$ cat src/rtl/elastic_pipeline_pkg.sv
`default_nettype none
// ============================================================================
//  Module   : elastic_pipeline_pkg
//  Brief    : Shared types for the elastic pipeline (per-stage state encoding
//             and an occupancy helper).
//  Revision : 1.0 - initial release
// ============================================================================
package elastic_pipeline_pkg;

    // Per-stage occupancy state: no entry, main register only, main + skid.
    typedef enum logic [1:0] {
        STG_EMPTY = 2'd0,
        STG_BUSY  = 2'd1,
        STG_FULL  = 2'd2
    } stage_state_t;

    // Number of entries a stage holds in a given state.
    function automatic logic [1:0] stage_count(input stage_state_t s);
        case (s)
            STG_BUSY: stage_count = 2'd1;
            STG_FULL: stage_count = 2'd2;
            default:  stage_count = 2'd0;
        endcase
    endfunction

endpackage
`default_nettype wire

$ cat src/rtl/elastic_pipeline_if.sv
`default_nettype none
// ============================================================================
//  Module   : elastic_pipeline_if
//  Brief    : Valid/ready/data stream bundle. The master drives valid and
//             data, the slave drives ready.
//  Revision : 1.0 - initial release
// ============================================================================
interface elastic_pipeline_if #(
    parameter int WIDTH = 32
);
    logic             valid;
    logic             ready;
    logic [WIDTH-1:0] data;

    modport master (output valid, output data, input ready);
    modport slave  (input valid, input data, output ready);
endinterface
`default_nettype wire

$ cat src/rtl/elastic_pipeline_skid_stage.sv
`default_nettype none
// ============================================================================
//  Module   : skid_stage
//  Brief    : One elastic stage: a main register feeding downstream plus a
//             skid register that absorbs the beat arriving in the same cycle
//             the downstream stalls. Upstream ready is a pure flop output.
//  Revision : 1.0 - initial release
// ============================================================================
module skid_stage
    import elastic_pipeline_pkg::*;
#(
    parameter int               WIDTH       = 32,
    parameter logic [WIDTH-1:0] RESET_VALUE = '0
) (
    input  wire logic             clk,
    input  wire logic             reset,
    input  wire logic             flush,
    input  wire logic             in_valid_i,
    output logic                  in_ready_o,
    input  wire logic [WIDTH-1:0] in_data_i,
    output logic                  out_valid_o,
    input  wire logic             out_ready_i,
    output logic [WIDTH-1:0]      out_data_o,
    output logic [1:0]            count_o
);

    stage_state_t     state_q, state_d;
    logic             ready_q;
    logic [WIDTH-1:0] main_q, main_d;
    logic [WIDTH-1:0] skid_q, skid_d;
    logic             w_accept;
    logic             w_drain;

    assign w_accept = in_valid_i & ready_q;
    assign w_drain  = (state_q != STG_EMPTY) & out_ready_i;

    // Next-state and data steering for the EMPTY/BUSY/FULL stage machine.
    always_comb begin
        state_d = state_q;
        main_d  = main_q;
        skid_d  = skid_q;
        case (state_q)
            STG_EMPTY: begin
                if (w_accept) begin
                    state_d = STG_BUSY;
                    main_d  = in_data_i;
                end
            end
            STG_BUSY: begin
                if (w_accept && !w_drain) begin
                    state_d = STG_FULL;
                    skid_d  = in_data_i;
                end else if (w_accept && w_drain) begin
                    main_d  = in_data_i;
                end else if (w_drain) begin
                    state_d = STG_EMPTY;
                end
            end
            STG_FULL: begin
                // ready_q is low here, so only a drain can happen.
                if (w_drain) begin
                    state_d = STG_BUSY;
                    main_d  = skid_q;
                    skid_d  = RESET_VALUE;
                end
            end
            default: state_d = STG_EMPTY;
        endcase
    end

    // State registers; reset and flush both return the stage to EMPTY.
    always_ff @(posedge clk) begin
        if (reset || flush) begin
            state_q <= STG_EMPTY;
            ready_q <= 1'b1;
            main_q  <= RESET_VALUE;
            skid_q  <= RESET_VALUE;
        end else begin
            state_q <= state_d;
            ready_q <= (state_d != STG_FULL);
            main_q  <= main_d;
            skid_q  <= skid_d;
        end
    end

    assign in_ready_o  = ready_q;
    assign out_valid_o = (state_q != STG_EMPTY);
    assign out_data_o  = main_q;
    assign count_o     = stage_count(state_q);

endmodule
`default_nettype wire

$ cat src/rtl/elastic_pipeline.sv
`default_nettype none
// ============================================================================
//  Module   : elastic_pipeline
//  Brief    : Chain of STAGES skid stages with valid/ready flow control,
//             synchronous flush and an occupancy count of held beats.
//  Revision : 1.0 - initial release
// ============================================================================
module elastic_pipeline
    import elastic_pipeline_pkg::*;
#(
    parameter int               WIDTH       = 32,
    parameter int               STAGES      = 2,
    parameter logic [WIDTH-1:0] RESET_VALUE = '0
) (
    input  wire logic                           clk,
    input  wire logic                           reset,
    input  wire logic                           flush,
    elastic_pipeline_if.slave                   in_if,
    elastic_pipeline_if.master                  out_if,
    output logic [$clog2(2*STAGES+1)-1:0]       occupancy
);

    localparam int OCC_W = $clog2(2*STAGES+1);

    // Index i is the link feeding stage i; index STAGES is the chain output.
    logic [STAGES:0]  w_valid;
    logic [STAGES:0]  w_ready;
    logic [WIDTH-1:0] w_data  [STAGES+1];
    logic [1:0]       w_count [STAGES];
    logic [OCC_W-1:0] w_occ;

    assign w_valid[0]      = in_if.valid;
    assign w_data[0]       = in_if.data;
    assign in_if.ready     = w_ready[0];
    assign out_if.valid    = w_valid[STAGES];
    assign out_if.data     = w_data[STAGES];
    assign w_ready[STAGES] = out_if.ready;

    generate
        for (genvar g = 0; g < STAGES; g++) begin : g_stage
            skid_stage #(
                .WIDTH       (WIDTH),
                .RESET_VALUE (RESET_VALUE)
            ) u_stage (
                .clk         (clk),
                .reset       (reset),
                .flush       (flush),
                .in_valid_i  (w_valid[g]),
                .in_ready_o  (w_ready[g]),
                .in_data_i   (w_data[g]),
                .out_valid_o (w_valid[g+1]),
                .out_ready_i (w_ready[g+1]),
                .out_data_o  (w_data[g+1]),
                .count_o     (w_count[g])
            );
        end
    endgenerate

    // Total beats held across all stages.
    always_comb begin
        w_occ = '0;
        for (int i = 0; i < STAGES; i++) begin
            w_occ = w_occ + OCC_W'(w_count[i]);
        end
    end

    assign occupancy = w_occ;

endmodule
`default_nettype wire

$ cat src/flat_wrapper.sv
// flat-port wrapper written by rule: the top's interface ports become plain ports
module elastic_pipeline_flat import elastic_pipeline_pkg::*;
#(
    parameter int               WIDTH       = 32,
    parameter int               STAGES      = 2,
    parameter logic [WIDTH-1:0] RESET_VALUE = '0
)
  (clk, reset, flush, occupancy, in_if_valid, in_if_data, in_if_ready, out_if_valid, out_if_data, out_if_ready);
  elastic_pipeline_if #(.WIDTH(WIDTH)) in_if_i ();
  elastic_pipeline_if #(.WIDTH(WIDTH)) out_if_i ();
  input  wire logic clk;
  input  wire logic reset;
  input  wire logic flush;
  output logic [$clog2(2*STAGES+1)-1:0] occupancy;
  input wire logic [$bits(in_if_i.valid)-1:0] in_if_valid;
  input wire logic [$bits(in_if_i.data)-1:0] in_if_data;
  output wire logic [$bits(in_if_i.ready)-1:0] in_if_ready;
  output wire logic [$bits(out_if_i.valid)-1:0] out_if_valid;
  output wire logic [$bits(out_if_i.data)-1:0] out_if_data;
  input wire logic [$bits(out_if_i.ready)-1:0] out_if_ready;
  assign in_if_i.valid = in_if_valid;
  assign in_if_i.data = in_if_data;
  assign in_if_ready = in_if_i.ready;
  assign out_if_valid = out_if_i.valid;
  assign out_if_data = out_if_i.data;
  assign out_if_i.ready = out_if_ready;
  elastic_pipeline #(.WIDTH(WIDTH), .STAGES(STAGES), .RESET_VALUE(RESET_VALUE)) u_core (.clk(clk), .reset(reset), .flush(flush), .in_if(in_if_i), .out_if(out_if_i), .occupancy(occupancy));
endmodule
$ cat config.mk
export PLATFORM = sky130hd
export DESIGN_NAME = elastic_pipeline_flat
export DESIGN_NICKNAME = d
export VERILOG_FILES = /design/src/rtl/elastic_pipeline_pkg.sv /design/src/rtl/elastic_pipeline_if.sv /design/src/rtl/elastic_pipeline_skid_stage.sv /design/src/rtl/elastic_pipeline.sv /design/src/flat_wrapper.sv
export SDC_FILE = /design/constraint.sdc
export NUM_CORES = 1
export LEC_CHECK = 0
export CORE_MARGIN = 10
export CORE_UTILIZATION = 50
export CTS_BUF_LIST = sky130_fd_sc_hd__clkbuf_2 sky130_fd_sc_hd__clkbuf_4 sky130_fd_sc_hd__clkbuf_8
export CTS_CLUSTER_SIZE = 14
export DETAILED_ROUTE_END_ITERATION = 12
export DONT_BUFFER_PORTS = 1
export GPL_ROUTABILITY_DRIVEN = 1
export HOLD_SLACK_MARGIN = 0.02
export PLACE_DENSITY = 0.69
export SLEW_MARGIN = 20
export SYNTH_ARGS = -nofsm -noshare
export SYNTH_HDL_FRONTEND = slang
export SYNTH_SLANG_ARGS = --single-unit
export TNS_END_PERCENT = 1
$ cat constraint.sdc
create_clock -name clk -period 2.1 [get_ports clk]
set_clock_uncertainty 0.15 [all_clocks]
set_input_delay 0.42 -clock clk [delete_from_list [all_inputs] [get_ports clk]]
set_output_delay 0.42 -clock clk [all_outputs]
set_load 0.005 [all_outputs]
==> reports/results.ini, run 1 <==
[run_status]
status=finished with violations
violations=setup timing

[place]
placed_cell_area_um2=5690
port_buffers=0
hpwl_um=8220
gp_congestion=0.779
numPlacedInstances=713

[floorplan]
core-area_um2=10900
die_h_um=126
die_w_um=126
dieArea_um2=15800
ios=74
start_util=0.513
rows=38

[synth]
synth_nets=650
synth-main-ff-cell=dfxtp_1
syn_area_um2=5590
synth.top_cell.area_share=0.480
synth_commonest_cells=dfxtp_1, mux2i_1, a21oi_1, nor2_1, o21ai_0
seq_area_frac_synth=0.480
synth_top_cells_by_area=dfxtp_1, mux2i_1, a21oi_1
ys_ff_latch=134
syn_avg_cell_area_um2=9.15
ys_types=32
yosys.area.top_type=dfxtp_1
yosysMostFrequentCell=dfxtp_1
synthArstFlopShare=0
synth-edff-count=0
synth_warnings=0
netlist_instances=611

[sta]
setup_viol=1
maxSlewHeadroom=0.615
min_period_ns=2.20
hold_viol_final=0
tightest_slew_ns=0.577
drv_slew=0
fmax_mhz=454
period_share=1.05
fin_ws_ns=-0.104
rsz0062_at_grt=true

[routing]
first_pass_iters=6
viasPerCell=5.46
drc=0
drt_iter0_drc=309
vias=4283
ant_nets=0
wl_um=13500
wl_per_cell_um=17.2

[clock_tree]
cts_tree=done
clkSlewWorstSetupHoldPaths_ns=0.08
cts.sinks=134
root_buffer=clkbuf_8
numCtsBuffers=17
cts_buffer_depth=2
clk_latency_ns=0.43
htreeDepth=4

[power_and_ir_drop]
p_leak_nw=2.69
intPower_mw=3.83
share_comb_of_total_power=0.053
powerDensity_nw_per_um2=767
total_power_mw=4.98
peakVddDrop_mv=0.450
clock_power_share=0.420
sw_frac_of_total=0.230
p_sw_mw=1.14
seq_power_share=0.527

[final_layout]
syn2layout_area_growth_pct=16.1
n_fill_cell=935
layout-drive-gt1-share=0.110
postLayoutCellArea_um2=6490
layoutNonFillerInstCount=784
fin_nets=669

[worst_setup_path]
critPathKind=flip-flop to output port
critical_path_arrival_ns=1.63
cp_max_fo=4
crit_required_ns=1.53
end_kind=output port
startpoint_type=flip-flop

[global_route]
grt_pass1_wl_um=21800
grt_pass1_vias=4160
grt_util_all_layers=0.166
grt_max_degree=53
overflow=0
antenna_found_initial=1

[job]
drv_cap=0

[min_path]
holdCritPathClass=primary input to flip-flop

[state kept, by name, summed over array words and instances, names as in the netlist]
register / count
u_core.g_stage.u_stage.out_data_o: 64
u_core.g_stage.u_stage.skid_q: 64
u_core.g_stage.u_stage.state_q: 4
u_core.g_stage.u_stage.in_ready_o: 2
[layout by cell type (no fill, tap or decap), drive strengths merged, types with 2 or more instances in the layout]
cell,n
dfxtp,134
nand3b,3
nor2,37
and2,32
dlygate4sd3,33
a21oi,96
clkinv,5
o31ai,2
nor2b,5
inv,3
nand3,32
mux2i,98
o21ai,66
nand2,34
or2,3
buf,22
clkinvlp,2
clkbuf,24
[power groups by stage]
stage | Combinational (mW) | Clock, mW | Sequential, mW
3_3_place_gp | 0.192 | 0 | 2.68
2_1_floorplan | 0.154 | 0 | 2.67
3_5_place_dp | 0.196 | 0 | 2.68
4_1_cts | 0.258 | 2.12 | 2.62
5_1_grt | 0.291 | 2.25 | 2.63
6_report | 0.264 | 2.09 | 2.62
[cell type report]
class                      instances  area, um^2  share of cell area
sequential                       134        2690               0.415
multi-input combinational        419        2680               0.412
timing repair buffer              55         537              0.0827
clock buffer                      24         324              0.0499
tap                              140         175              0.0270
clock inverter                     8        70.1              0.0108
inverter                           3        11.3             0.00174
antenna                            1        2.50            0.000386
[layer usage]
metal	routed length, um	GRT usage	part of all wire
met1	5860	0.204	0.44
met3	992	0.0545	0.074
met4	165	0.0636	0.012
met2	6430	0.263	0.48
met5	0	0	0
[kinds of logic (layout without fill, tap and decap cells)]
kind of cell,after synthesis,after routing,share of synthesized area
compound gates,167,167,0.158
simple gates,152,152,0.132
flops,134,134,0.480
mux,98,98,0.175
buf+inv,58,90,0.0490
fa+ha+maj,2,2,0.00582
other cells,0,1,0
[critical path, stage by stage, from the launching register on]
cell and delay [ns]:
dfxtp_4 0.36, buf_6 0.10, nand2b_4 0.12, inv_2 0.04, fa_1 0.58
[worst paths after layout]
| check | startpoint | slack, ns | end | cells after the start |
|---|---|---|---|---|
| max | u_core.g_stage[0].u_stage.state_q[0] | -0.10 | occupancy[1] | 4 |
| min | in_if_data[12] | 0.05 | u_core.g_stage[0].u_stage.out_data_o[12] | 2 |
| max reg2reg | u_core.g_stage[0].u_stage.state_q[0] | 0.16 | u_core.g_stage[0].u_stage.skid_q[27] | 7 |
| min reg2reg | u_core.g_stage[0].u_stage.skid_q[29] | 0.31 | u_core.g_stage[0].u_stage.skid_q[29] | 2 |
[through the flow]
step                      TNS [ns]  worst slack [ns]  hold slack (ns)  utilization
after floorplan                  0            0.0526            0.297            -
final                       -0.104            -0.104           0.0455        0.596
after detailed placement         0             0.187            0.308        0.522
after global placement           0             0.295            0.301        0.522
after CTS                   -0.249            -0.188           0.0210        0.593
after global routing        -0.192            -0.146           0.0407        0.596
[repair_timing]
item,CTS,global route
hold buffers,33,0
hold endpoints to repair,39,0
buffers inserted,2,3
endpoints found under the setup margin,2,2
pin swaps,2,1
gates resized for setup,10,4
No activity file was read; power rests on OpenSTA's default activity.
==> run 2, diff against run 1 <==
==> constraint.sdc (replaced) <==
create_clock -name clk -period 2.1 [get_ports clk]
set_clock_uncertainty 0.15 [all_clocks]
set_input_delay 0.42 -clock clk [delete_from_list [all_inputs] [get_ports clk]]
set_output_delay 0.42 -clock clk [all_outputs]
set_load 0.1 [all_outputs]
==> run 2 against run 1 <==
  * The run still ends with setup timing left
  * Global-route usage is 0.29 points higher
  * Non-clock buffer count up 34
  * Sequential cell count unchanged
  * Count of clock-buffer cells in the layout decreased by 6
  * Critical path type unchanged
  * Largest power group is now the clock network
  * Highest routed layer unchanged
==> reports/results.ini, run 2 (synthesized netlist as in run 1, its figures left out) <==
[power_and_ir_drop]
sw_frac_of_total=0.224  ; was 0.230
share_comb_of_total_power=0.078  ; was 0.053
powerDensity_nw_per_um2=843  ; was 767 nW/um^2
p_sw_mw=1.31  ; was 1.14 mW
peakVddDrop_mv=0.406  ; was 0.450 mV
p_leak_nw=2.94  ; was 2.69 nW
clock_power_share=0.475  ; was 0.420
intPower_mw=4.53  ; was 3.83 mW
seq_power_share=0.448  ; was 0.527

[place]
port_buffers=0  ; unchanged
gp_congestion=0.767  ; was 0.779
placed_cell_area_um2=6030  ; was 5690 um^2
place_ws_ns=0.0864  ; was 0.187 ns
hpwl_um=8040  ; was 8220 um

[global_route]
antenna_found_initial=0  ; was 1
grt_util_all_layers=0.168  ; was 0.166
grt_pass1_wl_um=22400  ; was 21800 um
grt_max_degree=66  ; was 53
grt_pass1_vias=4557  ; was 4160
overflow=0  ; unchanged

[final_layout]
mostFrequentLayoutCell=dfxtp_1  ; unchanged
postLayoutCellArea_um2=6930  ; was 6490 um^2
num_antenna_cells=0  ; was 1
n_fill_cell=902  ; was 935
final_cell_mix=dfxtp_1, mux2i_1, a21oi_1, buf_4, o21ai_0  ; was dfxtp_1, mux2i_1, a21oi_1, o21ai_0, nor2_1
syn2layout_area_growth_pct=24.0  ; was 16.1%
fin_nets=703  ; was 669
layout-drive-gt1-share=0.155  ; was 0.110

[routing]
viasPerCell=5.53  ; was 5.46
first_pass_iters=7  ; was 6
vias=4516  ; was 4283
wl_um=13700  ; was 13500 um
drt_iter0_drc=265  ; was 309
ant_nets=0  ; unchanged
wl_per_cell_um=16.7  ; was 17.2 um
drc=0  ; unchanged

[worst_setup_path]
critPathKind=flip-flop to output port  ; unchanged
startpoint_type=flip-flop  ; unchanged
timing.rr.end=u_core.g_stage[0].u_stage.skid_q[24]  ; was u_core.g_stage[0].u_stage.skid_q[27]
end_kind=output port  ; unchanged
cp_max_fo=2  ; was 4
reg2reg_slack_ns=0.17  ; was 0.16 ns
critical_path_arrival_ns=1.81  ; was 1.63 ns
reg2regPathDepth=7  ; unchanged
reg2reg_from=u_core.g_stage[0].u_stage.state_q[0]  ; unchanged
crit_required_ns=1.53  ; about the same

[min_path]
holdCritPathClass=primary input to flip-flop  ; unchanged
min_from=in_if_data[26]  ; was in_if_data[12]
whs_path_depth=2  ; unchanged
holdPathEnd=u_core.g_stage[0].u_stage.out_data_o[26]  ; was u_core.g_stage[0].u_stage.out_data_o[12]

[clock_tree]
root_buffer=clkbuf_8  ; unchanged
numCtsBuffers=17  ; unchanged
cts_buffer_depth=2  ; unchanged
clk_latency_ns=0.43  ; about the same
cts_tree=done  ; unchanged
htreeDepth=4  ; unchanged
cts.sinks=134  ; unchanged
clkSlewWorstSetupHoldPaths_ns=0.08  ; about the same

[job]
drv_cap=0  ; unchanged

[sta]
tns_ns=-0.365  ; was -0.104 ns
fmax_mhz=420  ; was 454 MHz
hold_viol_final=0  ; unchanged
fin_ws_ns=-0.282  ; was -0.104 ns
rsz0062_at_grt=true  ; unchanged
period_share=1.13  ; was 1.05
maxSlewHeadroom=0.602  ; was 0.615
setup_viol=2  ; was 1
tightest_slew_ns=0.597  ; was 0.577 ns
min_period_ns=2.38  ; was 2.20 ns
drv_slew=0  ; unchanged

[floorplan]
core-area_um2=10900  ; unchanged
ios=74  ; unchanged
start_util=0.513  ; unchanged
die_h_um=126  ; unchanged
rows=38  ; unchanged
dieArea_um2=15800  ; unchanged
die_w_um=126  ; unchanged

[run_status]
violations=setup timing  ; unchanged
status=finished with violations  ; unchanged

-- run 2: cell count changes in the layout (fill, tap and decap cells not counted), sizes merged --
cell and change:
diode -1, clkinv -2, clkbuf -6, buf +34, clkinvlp +1, bufinv +7
-- run 2: power by group through the flow --
stage	Clock [mW]	Combinational, mW	Sequential, mW
floorplan	0	0.172	2.80
global placement	0	0.391	2.67
detailed placement	0	0.395	2.67
CTS	2.82	0.456	2.62
global route	2.93	0.486	2.62
finish	2.77	0.455	2.62
-- run 2: worst max-delay path by stage --
| stage | start | end | slack [ns] | cells past startpoint |
|---|---|---|---|---|
| finish | u_core.g_stage[1].u_stage.state_q[0] | occupancy[1] | -0.28 | 4 |
| global route | u_core.g_stage[1].u_stage.state_q[0] | occupancy[1] | -0.33 | 4 |
| CTS | u_core.g_stage[1].u_stage.state_q[0] | occupancy[1] | -0.30 | 4 |
| detailed placement | u_core.g_stage[1].u_stage.state_q[0] | occupancy[1] | 0.09 | 4 |
| global placement | u_core.g_stage[0].u_stage.state_q[0] | occupancy[1] | 0.11 | 4 |
| floorplan | u_core.g_stage[1].u_stage.state_q[1] | occupancy[1] | -0.20 | 5 |
-- run 2: area by class of cell --
class	instances	area [um^2]	share of cell area
Clock inverter	14	278	0.0401
Tap cell	140	175	0.0253
Sequential cell	134	2690	0.388
Timing Repair Buffer	89	862	0.124
Inverter	3	11.3	0.00162
Multi-Input combinational cell	419	2670	0.385
Clock buffer	18	248	0.0357
-- run 2: routing by layer --
layer / share of wire / wire length (um) / GRT usage
met1: 0.43 / 5940 / 0.206
met4: 0.027 / 365 / 0.0797
met3: 0.059 / 803 / 0.0436
met5: 0 / 0 / 0
met2: 0.48 / 6560 / 0.270
-- run 2: repair_timing --
item | CTS | global route
buffers inserted | 2 | 0
endpoints found under the hold margin | 35 | 0
endpoints found under the setup margin | 2 | 2
hold buffers | 33 | 0
gates resized for setup | 12 | 0
pin swaps | 2 | 0
-- run 2: critical path: stages (launching register included) --
cell and delay [ns]:
dfxtp_2 0.33, nor2b_4 0.12, ha_2 0.18, fa_2 0.57
buf_12 0.18
-- run 2: through the flow --
step / hold slack (ns) / power (mW) / cells / utilization
finish: 0.0478 / 5.85 / 817 / 0.637
global route: 0.0364 / 6.03 / 817 / 0.637
CTS: 0.0222 / 5.89 / 817 / 0.637
detailed placement: 0.307 / 3.07 / 750 / 0.554
global placement: 0.302 / 3.06 / 750 / 0.554
floorplan: 0.297 / 2.97 / 611 / -
==> run 3, diff against run 2 <==
==> constraint.sdc (replaced) <==
create_clock -name clk -period 2.1 [get_ports clk]
set_clock_uncertainty 0.15 [all_clocks]
set_input_delay 0.105 -clock clk [delete_from_list [all_inputs] [get_ports clk]]
set_output_delay 0.105 -clock clk [all_outputs]
set_load 0.1 [all_outputs]
==> run 3 against run 2 <==
  * Design area increased by 1.5%
  * Clock power decreased by 13%
  * The run now ends clean
  * Count of clock-buffer cells in the layout unchanged
  * Core utilization increased by 0.98 points
==> reports/results.ini, run 3 (synthesized netlist as in run 1, its figures left out) <==
[run_status]
status=completed  ; was finished with violations

[clock_tree]
cts.sinks=134  ; unchanged
cts_buffer_depth=2  ; unchanged
htreeDepth=4  ; unchanged
numCtsBuffers=17  ; unchanged
root_buffer=clkbuf_8  ; unchanged
clkSlewWorstSetupHoldPaths_ns=0.08  ; about the same
cts_tree=done  ; unchanged
clk_latency_ns=0.44  ; was 0.43 ns

[min_path]
min_from=reset  ; was in_if_data[26]
holdCritPathClass=primary input to flip-flop  ; unchanged
whs_path_depth=4  ; was 2

[final_layout]
fin_nets=722  ; was 703
layoutNonFillerInstCount=836  ; was 817
postLayoutCellArea_um2=7040  ; was 6930 um^2
n_fill_cell=864  ; was 902
num_antenna_cells=0  ; unchanged
syn2layout_area_growth_pct=25.9  ; was 24.0%
multiInputGateArea_um2=2700  ; was 2670 um^2
final_cell_mix=dfxtp_1, mux2i_1, a21oi_1, buf_4, dlygate4sd3_1  ; was dfxtp_1, mux2i_1, a21oi_1, buf_4, o21ai_0
layout-drive-gt1-share=0.159  ; was 0.155
mostFrequentLayoutCell=dfxtp_1  ; unchanged
register_area_um2=2700  ; was 2690 um^2

[routing]
ant_nets=0  ; unchanged
dr.max_layer_used=met4  ; unchanged
wl_per_cell_um=16.4  ; was 16.7 um
drt_iter0_drc=246  ; was 265
wl_met2_um=6470  ; was 6560 um
first_pass_iters=5  ; was 7
wl_met3_um=904  ; was 803 um
drc=0  ; unchanged
wl_um=13700  ; about the same
viasPerCell=5.54  ; was 5.53
vias=4631  ; was 4516
wl_met1_um=6100  ; was 5940 um

[place]
hpwl_um=8410  ; was 8040 um
port_buffers=0  ; unchanged
numPlacedInstances=748  ; was 750
placed_cell_area_um2=6000  ; was 6030 um^2
gp_congestion=0.792  ; was 0.767

[worst_setup_path]
crit_required_ns=1.85  ; was 1.53 ns
reg2reg_from=u_core.g_stage[0].u_stage.state_q[0]  ; unchanged
reg2regPathDepth=7  ; unchanged
critical_path_arrival_ns=1.81  ; about the same
cp-startpoint=u_core.g_stage[0].u_stage.state_q[0]  ; was u_core.g_stage[1].u_stage.state_q[0]
critPathKind=flip-flop to output port  ; unchanged
end_kind=output port  ; unchanged
cp_max_fo=4  ; was 2
startpoint_type=flip-flop  ; unchanged

[sta]
period_share=0.983  ; was 1.13
rsz0062_at_grt=true  ; unchanged
tightest_slew_ns=0.890  ; was 0.597 ns
drv_slew=0  ; unchanged
fmax_mhz=485  ; was 420 MHz
hold_viol_final=0  ; unchanged
min_period_ns=2.06  ; was 2.38 ns
maxSlewHeadroom=0.403  ; was 0.602
setup_viol=0  ; was 2

[floorplan]
ios=74  ; unchanged
die_h_um=126  ; unchanged
dieArea_um2=15800  ; unchanged
die_w_um=126  ; unchanged
core-area_um2=10900  ; unchanged
rows=38  ; unchanged
start_util=0.513  ; unchanged

[global_route]
grt_pass1_vias=4384  ; was 4557
grt_pass1_wl_um=21700  ; was 22400 um
grt_util_all_layers=0.163  ; was 0.168
antenna_found_initial=0  ; unchanged
grt_max_degree=66  ; unchanged
overflow=0  ; unchanged

[job]
drv_cap=0  ; unchanged

[power_and_ir_drop]
peakVddDrop_mv=0.476  ; was 0.406 mV
p_leak_nw=2.97  ; was 2.94 nW
powerDensity_nw_per_um2=780  ; was 843 nW/um^2

## run 3: cell types whose count changed in the layout (fill, tap and decap cells not counted), sizes merged
cell / before / now
buf: 56 / 60
clkinvlp: 3 / 2
o31ai: 2 / 3
dlygate4sd3: 33 / 47
clkinv: 3 / 7
bufinv: 8 / 5
## run 3: path summary, 6_finish.rpt
| path | endpoint | slack, ns |
|---|---|---|
| worst max-delay path | occupancy[1] | 0.04 |
| worst min-delay path | u_core.g_stage[1].u_stage.out_data_o[31] | 0.08 |
| worst max register to register | u_core.g_stage[0].u_stage.out_data_o[10] | 0.08 |
| worst min register to register | u_core.g_stage[0].u_stage.skid_q[21] | 0.32 |
## run 3: routing by layer
metal	vias to the layer above	global-route usage
li1	2276	-
met1	2186	0.202
met2	151	0.262
met3	18	0.0520
met4	0	0.0536
met5	-	0
## run 3: where the power goes
group	leakage (nW)	switching (mW)	total, mW	internal (mW)
Clock	0.226	0.994	2.41	1.42
Combinational	1.66	0.314	0.466	0.151
Sequential	1.09	0.0333	2.62	2.58
## run 3: what timing repair did
item	4_1_cts	5_1_grt
gates cloned	0	1
setup buffers	3	5
endpoints found under the setup margin	2	23
resized for setup	13	1
hold endpoints to repair	73	0
pin swaps	2	2
hold buffers	47	0
## run 3: critical path, cell delays in order (launching register included)
cell and delay [ns]:
dfxtp_4 0.36, nor2b_4 0.13, ha_4 0.15, fa_2 0.55, buf_12 0.18
## run 3: metrics by stage
stage	power, mW	setup slack, ns	hold slack [ns]	setup TNS [ns]	utilization
after floorplan	2.97	-0.0886	0.0343	-0.0886	-
after global placement	3.05	0.231	0.0366	0	0.551
after detailed placement	3.06	0.108	0.0375	0	0.551
after CTS	5.51	-0.0581	0.0548	-0.107	0.641
after global routing	5.67	-0.00488	0.106	-0.00488	0.647
final	5.49	0.0366	0.0786	0	0.647
## run 3: layout make-up
cell class              instances  share of cell area
clock buffers                  18              0.0343
clock inverters                14              0.0295
inverters                       3             0.00160
multi-input cells             420               0.383
flip-flops and latches        134               0.383
well taps                     140              0.0249
repair buffers                107               0.143
